===== src/rtl/jamma_input_mux.sv =====
// Time-multiplexed JAMMA joystick sampler with per-player debounce and coin conditioning.
// Define JAMMA_COIN_STRETCH_EN to stretch short coin pulses to a minimum low width.
//
//   state  | meaning
//   SETTLE | wait for the adapter to settle after a select change
//   SAMPLE | compare bus against last sample, debounce, update player output
//   NEXT   | advance select, pulse frame_done after the last player
module jamma_input_mux #(
  parameter int NUM_PLAYERS  = 2,
  parameter int JOY_W        = 8,
  parameter int SEL_W        = 2,
  parameter int SETTLE_CYC   = 4,
  parameter int DEBOUNCE_N   = 3,
  parameter int COIN_STRETCH = 16
) (
  input  logic                         clk,
  input  logic                         reset,
  input  logic                         ce,
  input  logic [JOY_W-1:0]             jjoy_in,
  input  logic [1:0]                   jcoin_in,
  output logic [SEL_W-1:0]             jselect,
  output logic [NUM_PLAYERS*JOY_W-1:0] joy_out,
  output logic [1:0]                   coin_out,
  output logic                         frame_done
);

  typedef enum logic [1:0] {ST_SETTLE, ST_SAMPLE, ST_NEXT} state_t;

  localparam logic [7:0]       SETTLE_LOAD = 8'(SETTLE_CYC - 1);
  localparam logic [SEL_W-1:0] LAST_SEL    = SEL_W'(NUM_PLAYERS - 1);
  localparam logic [3:0]       DB_MAX      = 4'(DEBOUNCE_N - 1);

  logic [JOY_W-1:0] joy_s1, joy_s2;
  logic [1:0]       coin_s1, coin_s2;

  state_t           state, state_nxt;
  logic [7:0]       settle_cnt, settle_nxt;
  logic [SEL_W-1:0] sel_nxt;
  logic             frame_nxt;
  logic             sample_en;

  always_ff @(posedge clk or posedge reset) begin
    if (reset) begin
      joy_s1  <= '1;
      joy_s2  <= '1;
      coin_s1 <= '1;
      coin_s2 <= '1;
    end else begin
      joy_s1  <= jjoy_in;
      joy_s2  <= joy_s1;
      coin_s1 <= jcoin_in;
      coin_s2 <= coin_s1;
    end
  end

  always_ff @(posedge clk or posedge reset) begin
    if (reset) begin
      state      <= ST_SETTLE;
      settle_cnt <= SETTLE_LOAD;
      jselect    <= '0;
      frame_done <= 1'b0;
    end else begin
      state      <= state_nxt;
      settle_cnt <= settle_nxt;
      jselect    <= sel_nxt;
      frame_done <= frame_nxt;
    end
  end

  always_comb begin
    state_nxt  = state;
    settle_nxt = settle_cnt;
    sel_nxt    = jselect;
    frame_nxt  = 1'b0;
    sample_en  = 1'b0;
    if (ce) begin
      case (state)
        ST_SETTLE: begin
          if (settle_cnt == '0) state_nxt = ST_SAMPLE;
          else                  settle_nxt = settle_cnt - 8'd1;
        end
        ST_SAMPLE: begin
          sample_en = 1'b1;
          state_nxt = ST_NEXT;
        end
        ST_NEXT: begin
          if (jselect == LAST_SEL) begin
            sel_nxt   = '0;
            frame_nxt = 1'b1;
          end else begin
            sel_nxt = jselect + SEL_W'(1);
          end
          settle_nxt = SETTLE_LOAD;
          state_nxt  = ST_SETTLE;
        end
        default: state_nxt = ST_SETTLE;
      endcase
    end
  end

  for (genvar p = 0; p < NUM_PLAYERS; p++) begin : g_ch
    logic [JOY_W-1:0] last_q;
    logic [JOY_W-1:0] joy_q;
    logic [3:0]       cnt_q;
    logic [3:0]       cnt_inc;
    logic             hit;
    logic             same;

    assign hit     = sample_en && (jselect == SEL_W'(p));
    assign same    = (joy_s2 == last_q);
    assign cnt_inc = (cnt_q == DB_MAX) ? cnt_q : cnt_q + 4'd1;

    // A differing sample restarts the run; with a single-sample debounce it is taken at once.
    always_ff @(posedge clk or posedge reset) begin
      if (reset) begin
        last_q <= '1;
        joy_q  <= '1;
        cnt_q  <= '0;
      end else if (hit) begin
        if (same) begin
          cnt_q <= cnt_inc;
          if (cnt_inc == DB_MAX) joy_q <= joy_s2;
        end else begin
          last_q <= joy_s2;
          cnt_q  <= '0;
          if (DEBOUNCE_N == 1) joy_q <= joy_s2;
        end
      end
    end

    assign joy_out[p*JOY_W +: JOY_W] = joy_q;
  end

`ifdef JAMMA_COIN_STRETCH_EN
  localparam logic [7:0] COIN_LOAD = 8'(COIN_STRETCH - 1);

  for (genvar i = 0; i < 2; i++) begin : g_coin
    logic [7:0] ccnt;
    logic       busy;

    // Edge seen one stage early so the stretch starts on the same clk the synced input falls.
    always_ff @(posedge clk or posedge reset) begin
      if (reset) begin
        ccnt <= '0;
        busy <= 1'b0;
      end else if (!coin_s1[i] && coin_s2[i]) begin
        ccnt <= COIN_LOAD;
        busy <= 1'b1;
      end else if (ce && busy) begin
        if (ccnt != '0)    ccnt <= ccnt - 8'd1;
        else if (coin_s2[i]) busy <= 1'b0;
      end
    end

    assign coin_out[i] = coin_s2[i] & ~busy;
  end
`else
  assign coin_out = coin_s2;
`endif

endmodule


===== config.mk =====
export PLATFORM = sky130hd
export DESIGN_NAME = jamma_input_mux
export DESIGN_NICKNAME = d
export VERILOG_FILES = /design/src/rtl/jamma_input_mux.sv
export SDC_FILE = /design/constraint.sdc
export NUM_CORES = 1
export LEC_CHECK = 0
export CORE_MARGIN = 2
export CORE_UTILIZATION = 50
export CTS_CLUSTER_SIZE = 20
export DETAILED_ROUTE_END_ITERATION = 8
export PLACE_DENSITY = 0.71
export SETUP_SLACK_MARGIN = 0.1
export SLEW_MARGIN = 20
export SYNTH_ARGS = -nofsm -noshare
export SYNTH_HDL_FRONTEND = slang
export SYNTH_SLANG_ARGS = --single-unit
export TNS_END_PERCENT = 30

===== constraint.sdc =====
create_clock -name clk -period 2.3 [get_ports clk]
set_input_delay 0.46 -clock clk [delete_from_list [all_inputs] [get_ports clk]]
set_output_delay 0.46 -clock clk [all_outputs]
set_load 0.02 [all_outputs]

Word level (Yosys, flattened, before mapping)
Cells that the tools add are included.

word-level totals
  register bits = 73
  input port bits = 13
  output and inout bits = 21
  word-level logic and storage cells = 58

operators by class
  add/subtract/negate cells = 4
  equal/unequal tests = 11
  muxes and demuxes = 14
  bitwise gates (word level) = 2
  reductions and logical operators = 13

operators by type and width
  kind                                              number
  == test 4 x 2 -> 1 bit, second input constant     4
  == test 8 bit                                     2
  2-to-1 mux 4 bit                                  4
  one-hot mux 8 bit (2 select lines)                1
  AND reduction 3 bit                               3
  adder 4 x 1 -> 4 bit, second input constant       2
  zero test 8 bit                                   1
  2-to-1 mux 8 bit                                  1
  AND reduction 2 bit                               4
  subtractor 8 x 1 -> 8 bit, second input constant  1
  2-to-1 mux 1 bit                                  5
  == test 2 x 1 -> 1 bit, second input constant     2
  zero test 2 bit                                   2
  2-to-1 mux 2 bit                                  2
  inequality test 2 bit, second input constant      2
  one-hot mux 2 bit (2 select lines)                1
  adder 2 x 1 -> 2 bit, second input constant       1
  == test 2 bit, second input constant              1
  logical AND 1 bit                                 2
  NOT 1 bit                                         2
  nonzero test 2 bit                                1

Depth between registers and ports, before layout
Gate-level depths: netlist of the first run.

  depth in word-level cells = 5
  mapped depth = 8
  depth with buffers taken out = 7

Worst setup path before layout of the first run
No wires, ideal clock.

  kind = register to register
  start = register g_ch[1].cnt_q[0]
  end = register g_ch[1].joy_q[0]
  setup time = 0.082 ns
  arrival = 2.208 ns
  required time = 2.218 ns
  setup slack = 0.010 ns
  stages on the path, launching flop included = 8
  path buffers = 0
  clock period less this slack = 2.290 ns
  path through = dfrtp_1 -> inv_1 -> ha_1 -> or3_1 -> a21oi_1 -> o21ai_0 -> a2111oi_4 -> mux2_2

between the ends
  cells in the longest elaborated chain, start to end = 4
  elaborated cells between the ends (all ways) = 5
  classes of those cells = add/sub: 1; eq/ne: 2; mux: 1; reduce/logical: 1

ends and longest elaborated chain
  item                                                                   line  text
  start: declaration                                                     104   logic [3:0] cnt_q;
  start signal: assignment                                               121   cnt_q <= cnt_inc;
  adder 4 x 1 -> 4 bit / == test 4 x 2 -> 1 bit (equally long branches)  111   assign cnt_inc = (cnt_q == DB_MAX) ? cnt_q : cnt_q + 4'd1;
  2-to-1 mux 4 bit (*)                                                   111
  == test 4 x 2 -> 1 bit (*)                                             122   if (cnt_inc == DB_MAX) joy_q <= joy_s2;
  AND reduction 3 bit (no source line) (*)                               n/a
  end signal: assignment                                                 122
  end signal: assignment                                                 126   if (DEBOUNCE_N == 1) joy_q <= joy_s2;
  end: declaration                                                       103   logic [JOY_W-1:0] joy_q;

Mark *: on every way between the ends. The rest lies on a longest branch, timed or not.
A chain may end at the register's enable or synchronous reset.

Worst setup path in the final report of the first run
  start = register g_ch[1].cnt_q[1]
  end = register g_ch[1].joy_q[2]

Same word-level chain as after synthesis.

==> flow_metrics.py, run 1 <==
metrics = {
    "layout": {
        "final_nets": 319,
        "post-route-cell-area_um2": 4000,
        "syn_to_final_growth_pct": 28.1,
        "fill_cells": 465,
        "drive_gt1_share_pct": 46.6,
        "diodes": 0,
        "final_core_util_pct": 66.8,
    },
    "setup_path": {
        "crit_chain": "ha_4 -> or3_4 -> a21oi_2 -> o21ai_2 -> a2111oi_4 -> buf_4 -> mux2_4",
        "cp_slowest_cell": "dfrtp_2",
        "r2r-end": "g_ch[1].joy_q[2]",
        "critPathArrivalTime_ns": 2.47,
        "setup.worst_path.end_class": "register",
        "r2r_cells": 7,
        "crit_required_ns": 2.57,
        "critical-path-top-delay-family": "compound AO/OA/AOI/OAI gates",
        "r2r_slack_ns": 0.10,
        "path_class": "register to register",
        "crit_path_start_kind": "register",
        "max_stage_delay_ns": 0.45,
        "cp_max_fo": 6,
        "rr_startpoint": "g_ch[1].cnt_q[1]",
        "critPathBufInv": 1,
    },
    "sta": {
        "fin_setup_tns_ns": 0,
        "period_needed_ns": 2.20,
        "tightest_slew_ns": 0.568,
        "setup_violations": 0,
        "slew_headroom_pct": 62.1,
        "skew_ns": 0.0105,
        "maxSlewViolCount": 0,
        "fin_crit_sh_pct": 95.5,
        "max_freq_ghz": 0.455,
        "setup_slack_ns": 0.103,
        "rsz0062_at_grt": "true",
        "finalHoldViolCount": 0,
    },
    "detailed_routing": {
        "ant_nets": 0,
        "top_layer": "met4",
        "vias_per_cell": 5.16,
        "drtIter0Drc": 53,
        "via_count": 1960,
        "wirelength_um": 5460,
        "wl_per_cell_um": 14.4,
        "drc": 0,
        "dr_wl_met3_um": 144,
        "dr.pass1.iters": 4,
        "routed-wl-met2_um": 2500,
        "drt-met1-wl_um": 2650,
    },
    "pwr": {
        "p_leak_nw": 1.64,
        "ir_drop_v": 0.000598,
        "power_density_nw_per_um2": 874,
    },
    "die": {
        "io_pins": 34,
        "die_w_um": 83.0,
        "row_count": 28,
        "core_um2": 5990,
        "die_h_um": 83.0,
        "die_area_um2": 6890,
        "initial_core_util_pct": 52.1,
    },
    "placed_design": {
        "port_buffers": 33,
        "dpl_cell_area_um2": 3660,
        "routabilityCongestion": 0.785,
        "place_hpwl_um": 3590,
        "post-place-ws_ns": -0.140,
    },
    "clock_tree": {
        "clock-sinks": 73,
        "cts_tree": "done",
        "clk_pin_slew_ns": 0.07,
        "htree_levels": 3,
        "clk_latency_ns": 0.34,
        "root_buffer": "clkbuf_8",
        "cts_buffers": 9,
        "clock_path_buffers": 2,
    },
    "grt": {
        "gr-total-overflow": 0,
        "antenna_found_initial": 0,
        "grt_pass1_wl_um": 9270,
        "grt_use_total_pct": 17.1,
        "grt_pass1_vias": 1963,
        "grt_max_degree": 45,
    },
    "min_path": {
        "min_to": "joy_s2[4]",
        "hold_depth": 0,
        "hold_class": "register to register",
        "worstHoldStart": "joy_s1[4]",
    },
    "yosys": {
        "yosysSeqAreaShare_pct": 60.7,
        "syn-instance-count": 236,
        "synthesis.nets": 255,
        "synthDistinctLibCells": 38,
        "synth_area_per_cell_um2": 13.2,
        "synth_area_um2": 3120,
        "ys_warn_count": 0,
        "ys_ff_latch": 73,
    },
    "job": {
        "cap_viol_max_count": 0,
    },
    "status": {
        "status": "finished clean",
    },
}
-- registers in the layout, summed over array words and instances (netlist names) --
register and count:
coin_out 2, g_ch.joy_q 16, g_ch.last_q 16, joy_s1 8, joy_s2 8, settle_cnt 8, coin_s1 2, jselect 2
g_ch.cnt_q 8, state 2, frame_done 1
-- through the flow --
stage	hold WS [ns]	instances	power (mW)
6_report	0.355	380	3.50
5_1_grt	0.359	380	3.70
4_1_cts	0.358	377	3.53
3_5_place_dp	0.347	358	2.39
3_3_place_gp	0.345	358	2.37
2_1_floorplan	0.345	236	2.21
-- worst max-delay path by stage --
stage | startpoint | endpoint | depth (start not counted)
floorplan | g_ch[1].cnt_q[0] | g_ch[1].joy_q[0] | 7
global placement | ce | g_ch[0].joy_q[4] | 7
detailed placement | ce | g_ch[0].joy_q[3] | 7
CTS | g_ch[1].cnt_q[0] | g_ch[1].joy_q[5] | 8
global route | g_ch[1].cnt_q[1] | g_ch[1].joy_q[2] | 7
finish | g_ch[1].cnt_q[1] | g_ch[1].joy_q[2] | 7
-- per-layer routing --
metal | up-vias | global-route usage (%)
li1 | 953 | -
met1 | 966 | 22.3
met2 | 31 | 26.0
met3 | 10 | 3.88
met4 | 0 | 10.4
met5 | - | 0
-- report_power, final --
part / switching [mW] / total (mW) / internal [mW]
Sequential: 0.185 / 1.76 / 1.58
Combinational: 0.288 / 0.619 / 0.331
Clock: 0.471 / 1.11 / 0.644
Total: 0.943 / 3.50 / 2.55
-- cell usage in the layout, fill, tap and decap left out, types with 9 or more instances in the layout --
cell type        Yosys  routed
dfstp_2             54      54
clkdlybuf4s50_1      0      33
mux2_2              32      24
buf_4                0      20
dfrtp_1             19      17
nor2_1              13      13
nand2_1             13      13
xnor2_1             12      12
xor2_1              12      12
clkbuf_8             0      10
o21ai_0             10       9
-- timing repair --
item | CTS | global route
endpoints found under the setup margin | 9 | 16
hold buffers | 0 | 0
pin swaps | 0 | 7
gates resized for setup | 3 | 16
buffers inserted | 3 | 3
-- area by class of cell --
type                       instances  area [um2]  share of cell area, %
multi-input combinational        154        1250                   31.3
clock buffer                      10         138                   3.44
sequential                        73        1900                   47.4
clock inverter                     6        90.1                   2.25
inverter                           7        26.3                  0.657
timing repair buffer              55         503                   12.6
tap                               75        93.8                   2.35
-- logic make-up after synthesis --
| group | count (synthesis) | synth area share [%] |
|---|---|---|
| muxes | 33 | 11.9 |
| xor gates and xnor gates | 24 | 6.73 |
| buffers and inverters | 9 | 1.12 |
| AOI/OAI and AO/OA | 26 | 5.69 |
| adders and majority gates | 6 | 2.40 |
| and+or+nand+nor | 65 | 11.5 |
| DFF | 73 | 60.7 |
-- synthesized netlist by cell type --
cell / count / area [um2]
dfstp_2: 54 / 1420
mux2_2: 32 / 360
dfrtp_1: 19 / 475
nand2_1: 13 / 48.8
nor2_1: 13 / 48.8
xnor2_1: 12 / 105
xor2_1: 12 / 105
o21ai_0: 10 / 50.1
a21oi_1: 7 / 35.0
inv_1: 7 / 26.3
ha_1: 6 / 75.1
or3_1: 6 / 37.5
nand3_1: 5 / 25.0
nor3_1: 5 / 25.0
nor2b_1: 4 / 25.0
nand2b_1: 3 / 18.8
nor4_1: 3 / 18.8
a21o_1: 2 / 15.0
and2_1: 2 / 12.5
nand4_1: 2 / 12.5
nor4_2: 2 / 25.0
a2111oi_4: 1 / 27.5
a21bo_2: 1 / 10.0
a21boi_0: 1 / 7.51
a31o_2: 1 / 8.76
and4_1: 1 / 8.76
and4bb_2: 1 / 12.5
buf_2: 1 / 5.00
clkbuf_1: 1 / 3.75
mux2i_1: 1 / 10.0
nand3b_1: 1 / 7.51
nand4b_1: 1 / 8.76
nor4b_1: 1 / 8.76
o21bai_1: 1 / 7.51
o2bb2ai_1: 1 / 8.76
o31ai_1: 1 / 7.51
or2_2: 1 / 6.26
or4b_2: 1 / 10.0
Note: power is estimated with default switching activity, not from simulation.
==> inputs of run 2 (changes only) <==
--- a/config.mk
+++ b/config.mk
@@ -5,7 +5,6 @@
 export SDC_FILE = /design/constraint.sdc
 export NUM_CORES = 1
 export LEC_CHECK = 0
-export CORE_MARGIN = 2
 export CORE_UTILIZATION = 50
 export CTS_CLUSTER_SIZE = 20
 export DETAILED_ROUTE_END_ITERATION = 8
==> flow_metrics.py, run 2 (same netlist as run 1, synthesis figures left out) <==
metrics = {
    "layout": {
        "syn_to_final_growth_pct": 29.7,
        "mostFrequentLayoutCells": "54 x dfstp_2, 33 x clkdlybuf4s50_1, 24 x mux2_2",
        "final_nets": 320,
        "drive_gt1_share_pct": 46.4,
        "post-route-cell-area_um2": 4050,
        "diodes": 0,
        "mostFrequentLayoutCell": "dfstp_2",
        "top_regs": "g_ch.joy_q x16, g_ch.last_q x16",
        "fill_cells": 459,
        "final_core_util_pct": 68.0,
    },
    "detailed_routing": {
        "dr.pass1.iters": 4,
        "ant_nets": 0,
        "vias_per_cell": 5.22,
        "wirelength_um": 5670,
        "drc": 0,
        "wl_per_cell_um": 14.9,
        "drtIter0Drc": 97,
        "via_count": 1988,
    },
    "grt": {
        "grt_use_total_pct": 19.2,
        "grt_max_degree": 63,
        "grt_pass1_vias": 1994,
        "gr-total-overflow": 0,
        "grt_pass1_wl_um": 9170,
        "antenna_found_initial": 0,
    },
    "pwr": {
        "intPower_mw": 2.55,
        "p_switching_uw": 984,
        "ir_drop_v": 0.000605,
        "p_sw_share_pct": 27.9,
        "p_leak_nw": 1.66,
        "power_frac_seq_pct": 50.2,
        "power_density_nw_per_um2": 872,
        "comb_power_share_pct": 18.0,
        "p_clk_share_pct": 31.8,
    },
    "clock_tree": {
        "cts_tree": "done",
        "clock-sinks": 73,
        "htree_levels": 3,
        "clk_latency_ns": 0.34,
        "clock_path_buffers": 2,
        "root_buffer": "clkbuf_8",
        "cts_buffers": 9,
        "clk_pin_slew_ns": 0.08,
    },
    "die": {
        "die_area_um2": 6570,
        "core_um2": 5960,
        "initial_core_util_pct": 52.4,
        "die_h_um": 81.0,
        "die_w_um": 81.0,
        "row_count": 28,
        "io_pins": 34,
    },
    "setup_path": {
        "critPathArrivalTime_ns": 2.51,
        "max_stage_delay_ns": 0.45,
        "critPathBufInv": 1,
        "r2r_cells": 7,
        "critical-path-top-delay-family": "compound AO/OA/AOI/OAI gates",
        "setup.worst_path.end_class": "register",
        "cp_num_cells": 7,
        "crit_required_ns": 2.58,
        "crit_path_start_kind": "register",
        "cp_max_fo": 8,
        "crit_chain": "ha_2 -> or3_4 -> a21oi_4 -> o21ai_2 -> a2111oi_4 -> clkbuf_16 -> mux2_4",
        "cp_slowest_cell": "dfrtp_1",
        "path_class": "register to register",
    },
    "placed_design": {
        "port_buffers": 33,
        "post-place-ws_ns": -0.141,
        "routabilityCongestion": 0.795,
        "dpl_cell_area_um2": 3680,
        "place_hpwl_um": 3710,
    },
    "sta": {
        "max_freq_ghz": 0.449,
        "slew_headroom_pct": 63.7,
        "rsz0062_at_grt": "true",
        "holdWs_ns": 0.354,
        "tightest_slew_ns": 0.540,
        "finalHoldViolCount": 0,
        "fin_crit_sh_pct": 96.9,
        "maxSlewViolCount": 0,
        "fin_setup_tns_ns": 0,
        "period_needed_ns": 2.23,
        "skew_ns": 0.00778,
        "setup_violations": 0,
        "setup_slack_ns": 0.0717,
    },
    "min_path": {
        "hold_class": "register to register",
        "hold_depth": 0,
    },
    "job": {
        "cap_viol_max_count": 0,
    },
    "status": {
        "status": "finished clean",
    },
}
==> run 2: per-layer routing <==
| metal | up-vias | share of wire [%] | global-route usage, % |
|---|---|---|---|
| met1 | 995 | 48 | 25.1 |
| met5 | - | 0 | 0 |
| met2 | 30 | 48 | 29.6 |
| met3 | 7 | 2.9 | 5.17 |
| met4 | 0 | 1.6 | 9.11 |
| li1 | 956 | - | - |
==> run 2: stage by stage <==
step / instances / power (mW)
6_report: 381 / 3.53
5_1_grt: 381 / 3.73
4_1_cts: 377 / 3.54
3_5_place_dp: 357 / 2.40
3_3_place_gp: 357 / 2.37
2_1_floorplan: 236 / 2.21
==> run 2: power groups by stage <==
stage	combinational [mW]	clock, mW	sequential, mW
global placement	0.595	0	1.78
floorplan	0.458	0	1.75
global route	0.722	1.20	1.80
finish	0.637	1.12	1.77
CTS	0.623	1.15	1.76
detailed placement	0.611	0	1.78
==> run 2: final timing paths <==
path / start / to / slack [ns]
max: g_ch[1].cnt_q[1] / g_ch[1].joy_q[1] / 0.07
min: joy_s1[7] / joy_s2[7] / 0.35
max reg2reg: g_ch[1].cnt_q[1] / g_ch[1].joy_q[1] / 0.07
min reg2reg: joy_s1[7] / joy_s2[7] / 0.35
max in group asynchronous: reset / g_ch[1].last_q[5] / 1.29
min in group asynchronous: reset / g_ch[1].joy_q[1] / 0.60
==> run 2: area by class of cell <==
| class | instances | area (um2) | area share (%) |
|---|---|---|---|
| flip-flops and latches | 73 | 1890 | 46.8 |
| multi-input cells | 154 | 1270 | 31.4 |
| repair buffers | 56 | 537 | 13.2 |
| clock buffers | 9 | 124 | 3.06 |
| clock inverters | 7 | 103 | 2.53 |
| well taps | 75 | 93.8 | 2.32 |
| inverters | 7 | 26.3 | 0.649 |
==> run 2: worst register-to-register path: cells and delay by family (launching register included) <==
family	cells	cell delay (ns)
AO/OA/AOI/OAI	3	0.59
adder cells (fa/ha/maj)	1	0.24
buffers and inverters	1	0.24
flip-flops	1	0.45
multiplexers	1	0.31
AND/OR/NAND/NOR	1	0.34
==> run 2: what timing repair did <==
action                                  4_1_cts  5_1_grt
setup buffers                                 4        4
gates resized for setup                       4       16
hold buffers                                  0        0
endpoints found under the setup margin       11       16
pin swaps                                     4        9
==> inputs of run 3 (changes only) <==
--- a/config.mk
+++ b/config.mk
@@ -5,10 +5,10 @@
 export SDC_FILE = /design/constraint.sdc
 export NUM_CORES = 1
 export LEC_CHECK = 0
-export CORE_UTILIZATION = 50
+export CORE_UTILIZATION = 40
 export CTS_CLUSTER_SIZE = 20
 export DETAILED_ROUTE_END_ITERATION = 8
-export PLACE_DENSITY = 0.71
+export PLACE_DENSITY = 0.58
 export SETUP_SLACK_MARGIN = 0.1
 export SLEW_MARGIN = 20
 export SYNTH_ARGS = -nofsm -noshare
==> constraint.sdc (replaced) <==
create_clock -name clk -period 2.05 [get_ports clk]
set_input_delay 0.41 -clock clk [delete_from_list [all_inputs] [get_ports clk]]
set_output_delay 0.41 -clock clk [all_outputs]
set_load 0.02 [all_outputs]
==> flow_metrics.py, run 3 (same netlist as run 1, synthesis figures left out) <==
metrics = {
    "clock_tree": {
        "clock-sinks": 73,
        "clk_pin_slew_ns": 0.08,
        "clock_path_buffers": 2,
        "clk_latency_ns": 0.34,
        "cts_hold_buf": 0,
        "root_buffer": "clkbuf_8",
        "cts_tree": "done",
        "cts_buffers": 9,
        "htree_levels": 3,
    },
    "sta": {
        "maxSlewViolCount": 0,
        "slew_headroom_pct": 68.5,
        "tightest_slew_ns": 0.468,
        "skew_ns": 0.00843,
        "finalHoldViolCount": 0,
        "fin_crit_sh_pct": 105,
        "setup_violations": 16,
        "setup_slack_ns": -0.111,
        "max_freq_ghz": 0.463,
        "period_needed_ns": 2.16,
        "holdWs_ns": 0.358,
        "rsz0062_at_grt": "true",
    },
    "setup_path": {
        "path_class": "register to register",
        "setup.worst_path.end_class": "register",
        "max_stage_delay_ns": 0.56,
        "crit_required_ns": 2.33,
        "critPathBufInv": 3,
        "cp_slowest_cell": "dfstp_2",
        "critical-path-top-delay-family": "flip-flops",
        "crit_chain": "buf_6 -> xor2_2 -> nor4_2 -> buf_4 -> nand2_4 -> a2111oi_4 -> buf_12 -> mux2_4",
        "critPathArrivalTime_ns": 2.44,
        "cp_max_fo": 8,
        "crit_path_start_kind": "register",
    },
    "grt": {
        "grt.met1_usage_pct": 21.3,
        "top_usage_layer": "met2",
        "grt_max_degree": 74,
        "grt_pass1_wl_um": 9890,
        "grt_use_total_pct": 15.7,
        "grt_use_met2_pct": 23.0,
        "antenna_found_initial": 0,
        "grt_pass1_vias": 2098,
        "gr-usage-met3_pct": 3.79,
        "gr-total-overflow": 0,
    },
    "detailed_routing": {
        "drc": 0,
        "ant_nets": 0,
        "via_count": 1995,
        "vias_per_cell": 4.73,
        "wl_per_cell_um": 13.6,
        "drtIter0Drc": 36,
        "dr.pass1.iters": 4,
        "wirelength_um": 5720,
    },
    "job": {
        "cap_viol_max_count": 0,
    },
    "placed_design": {
        "routabilityCongestion": 0.776,
        "dpl.cell_count": 403,
        "place_hpwl_um": 3710,
        "port_buffers": 33,
    },
    "pwr": {
        "p_switching_mw": 1.15,
        "ir_drop_v": 0.000528,
        "p_sw_share_pct": 27.6,
        "p_leak_nw": 1.83,
        "comb_power_share_pct": 20.2,
        "intPower_mw": 3.01,
        "power_density_nw_per_um2": 962,
        "p_clk_share_pct": 32.2,
        "power_frac_seq_pct": 47.6,
    },
    "min_path": {
        "hold_class": "register to register",
    },
    "layout": {
        "diodes": 0,
        "final_nets": 337,
        "syn_to_final_growth_pct": 38.3,
        "final_cells": 422,
        "drive_gt1_share_pct": 52.6,
        "mostFrequentLayoutCells": "54 x dfstp_2, 34 x buf_4, 31 x clkdlybuf4s50_1",
        "fill_cells": 617,
        "top_regs": "g_ch.joy_q x16, g_ch.last_q x16",
        "mostFrequentLayoutCell": "dfstp_2",
    },
    "die": {
        "core_um2": 7410,
        "die_area_um2": 8160,
        "initial_core_util_pct": 42.2,
        "row_count": 31,
        "die_h_um": 90.4,
        "io_pins": 34,
        "die_w_um": 90.4,
    },
    "status": {
        "status": "finished, violations left",
        "failed_checks": "negative setup slack",
    },
}
-- run 3: worst paths after layout --
path / cells past startpoint / startpoint / end / slack [ns]
setup / recovery: 8 / joy_s2[0] / g_ch[1].joy_q[6] / -0.11
hold / removal: 0 / joy_s1[7] / joy_s2[7] / 0.36
setup reg to reg: 8 / joy_s2[0] / g_ch[1].joy_q[6] / -0.11
min in group asynchronous: 3 / reset / settle_cnt[2] / 0.51
max in group asynchronous: 3 / reset / g_ch[0].last_q[0] / 1.20
hold reg to reg: 0 / joy_s1[7] / joy_s2[7] / 0.36
-- run 3: power by group through the flow --
stage	sequential [mW]	clock, mW	combinational [mW]
after global placement	1.97	0	0.771
after CTS	1.96	1.38	0.806
final	1.98	1.34	0.837
after detailed placement	1.98	0	0.778
after global routing	2.02	1.44	0.934
after floorplan	1.97	0	0.514
-- run 3: timing repair --
action                     CTS  global route
pin swaps                    8             6
setup buffers                1             3
resized for setup           16            20
setup endpoints to repair   24            28
-- run 3: area by class of cell --
type                    instances  area (um2)  area share [%]
repair buffers                 73         684            15.9
clock inverters                 6        96.3            2.23
clock buffers                  10         149            3.45
multi-input cells             154        1340            31.0
flip-flops and latches         73        1890            43.9
well taps                      99         124            2.87
inverters                       7        30.0           0.695
-- run 3: layer usage --
metal  vias up  wire length [um]
met1       964              2790
met4         0               136
li1        987                 -
met2        32              2610
met5         -                 0
met3        12               181
-- run 3: stage by stage --
step	utilization (%)	power, mW	area [um2]	TNS [ns]	worst slack (ns)
6_report	58.3	4.15	4320	-1.10	-0.111
5_1_grt	58.3	4.39	4320	-2.57	-0.225
4_1_cts	56.9	4.15	4210	-1.24	-0.124
3_5_place_dp	52.6	2.75	3890	-6.26	-0.351
3_3_place_gp	52.6	2.74	3890	-5.88	-0.331
2_1_floorplan	-	2.48	3130	-1.22	-0.159
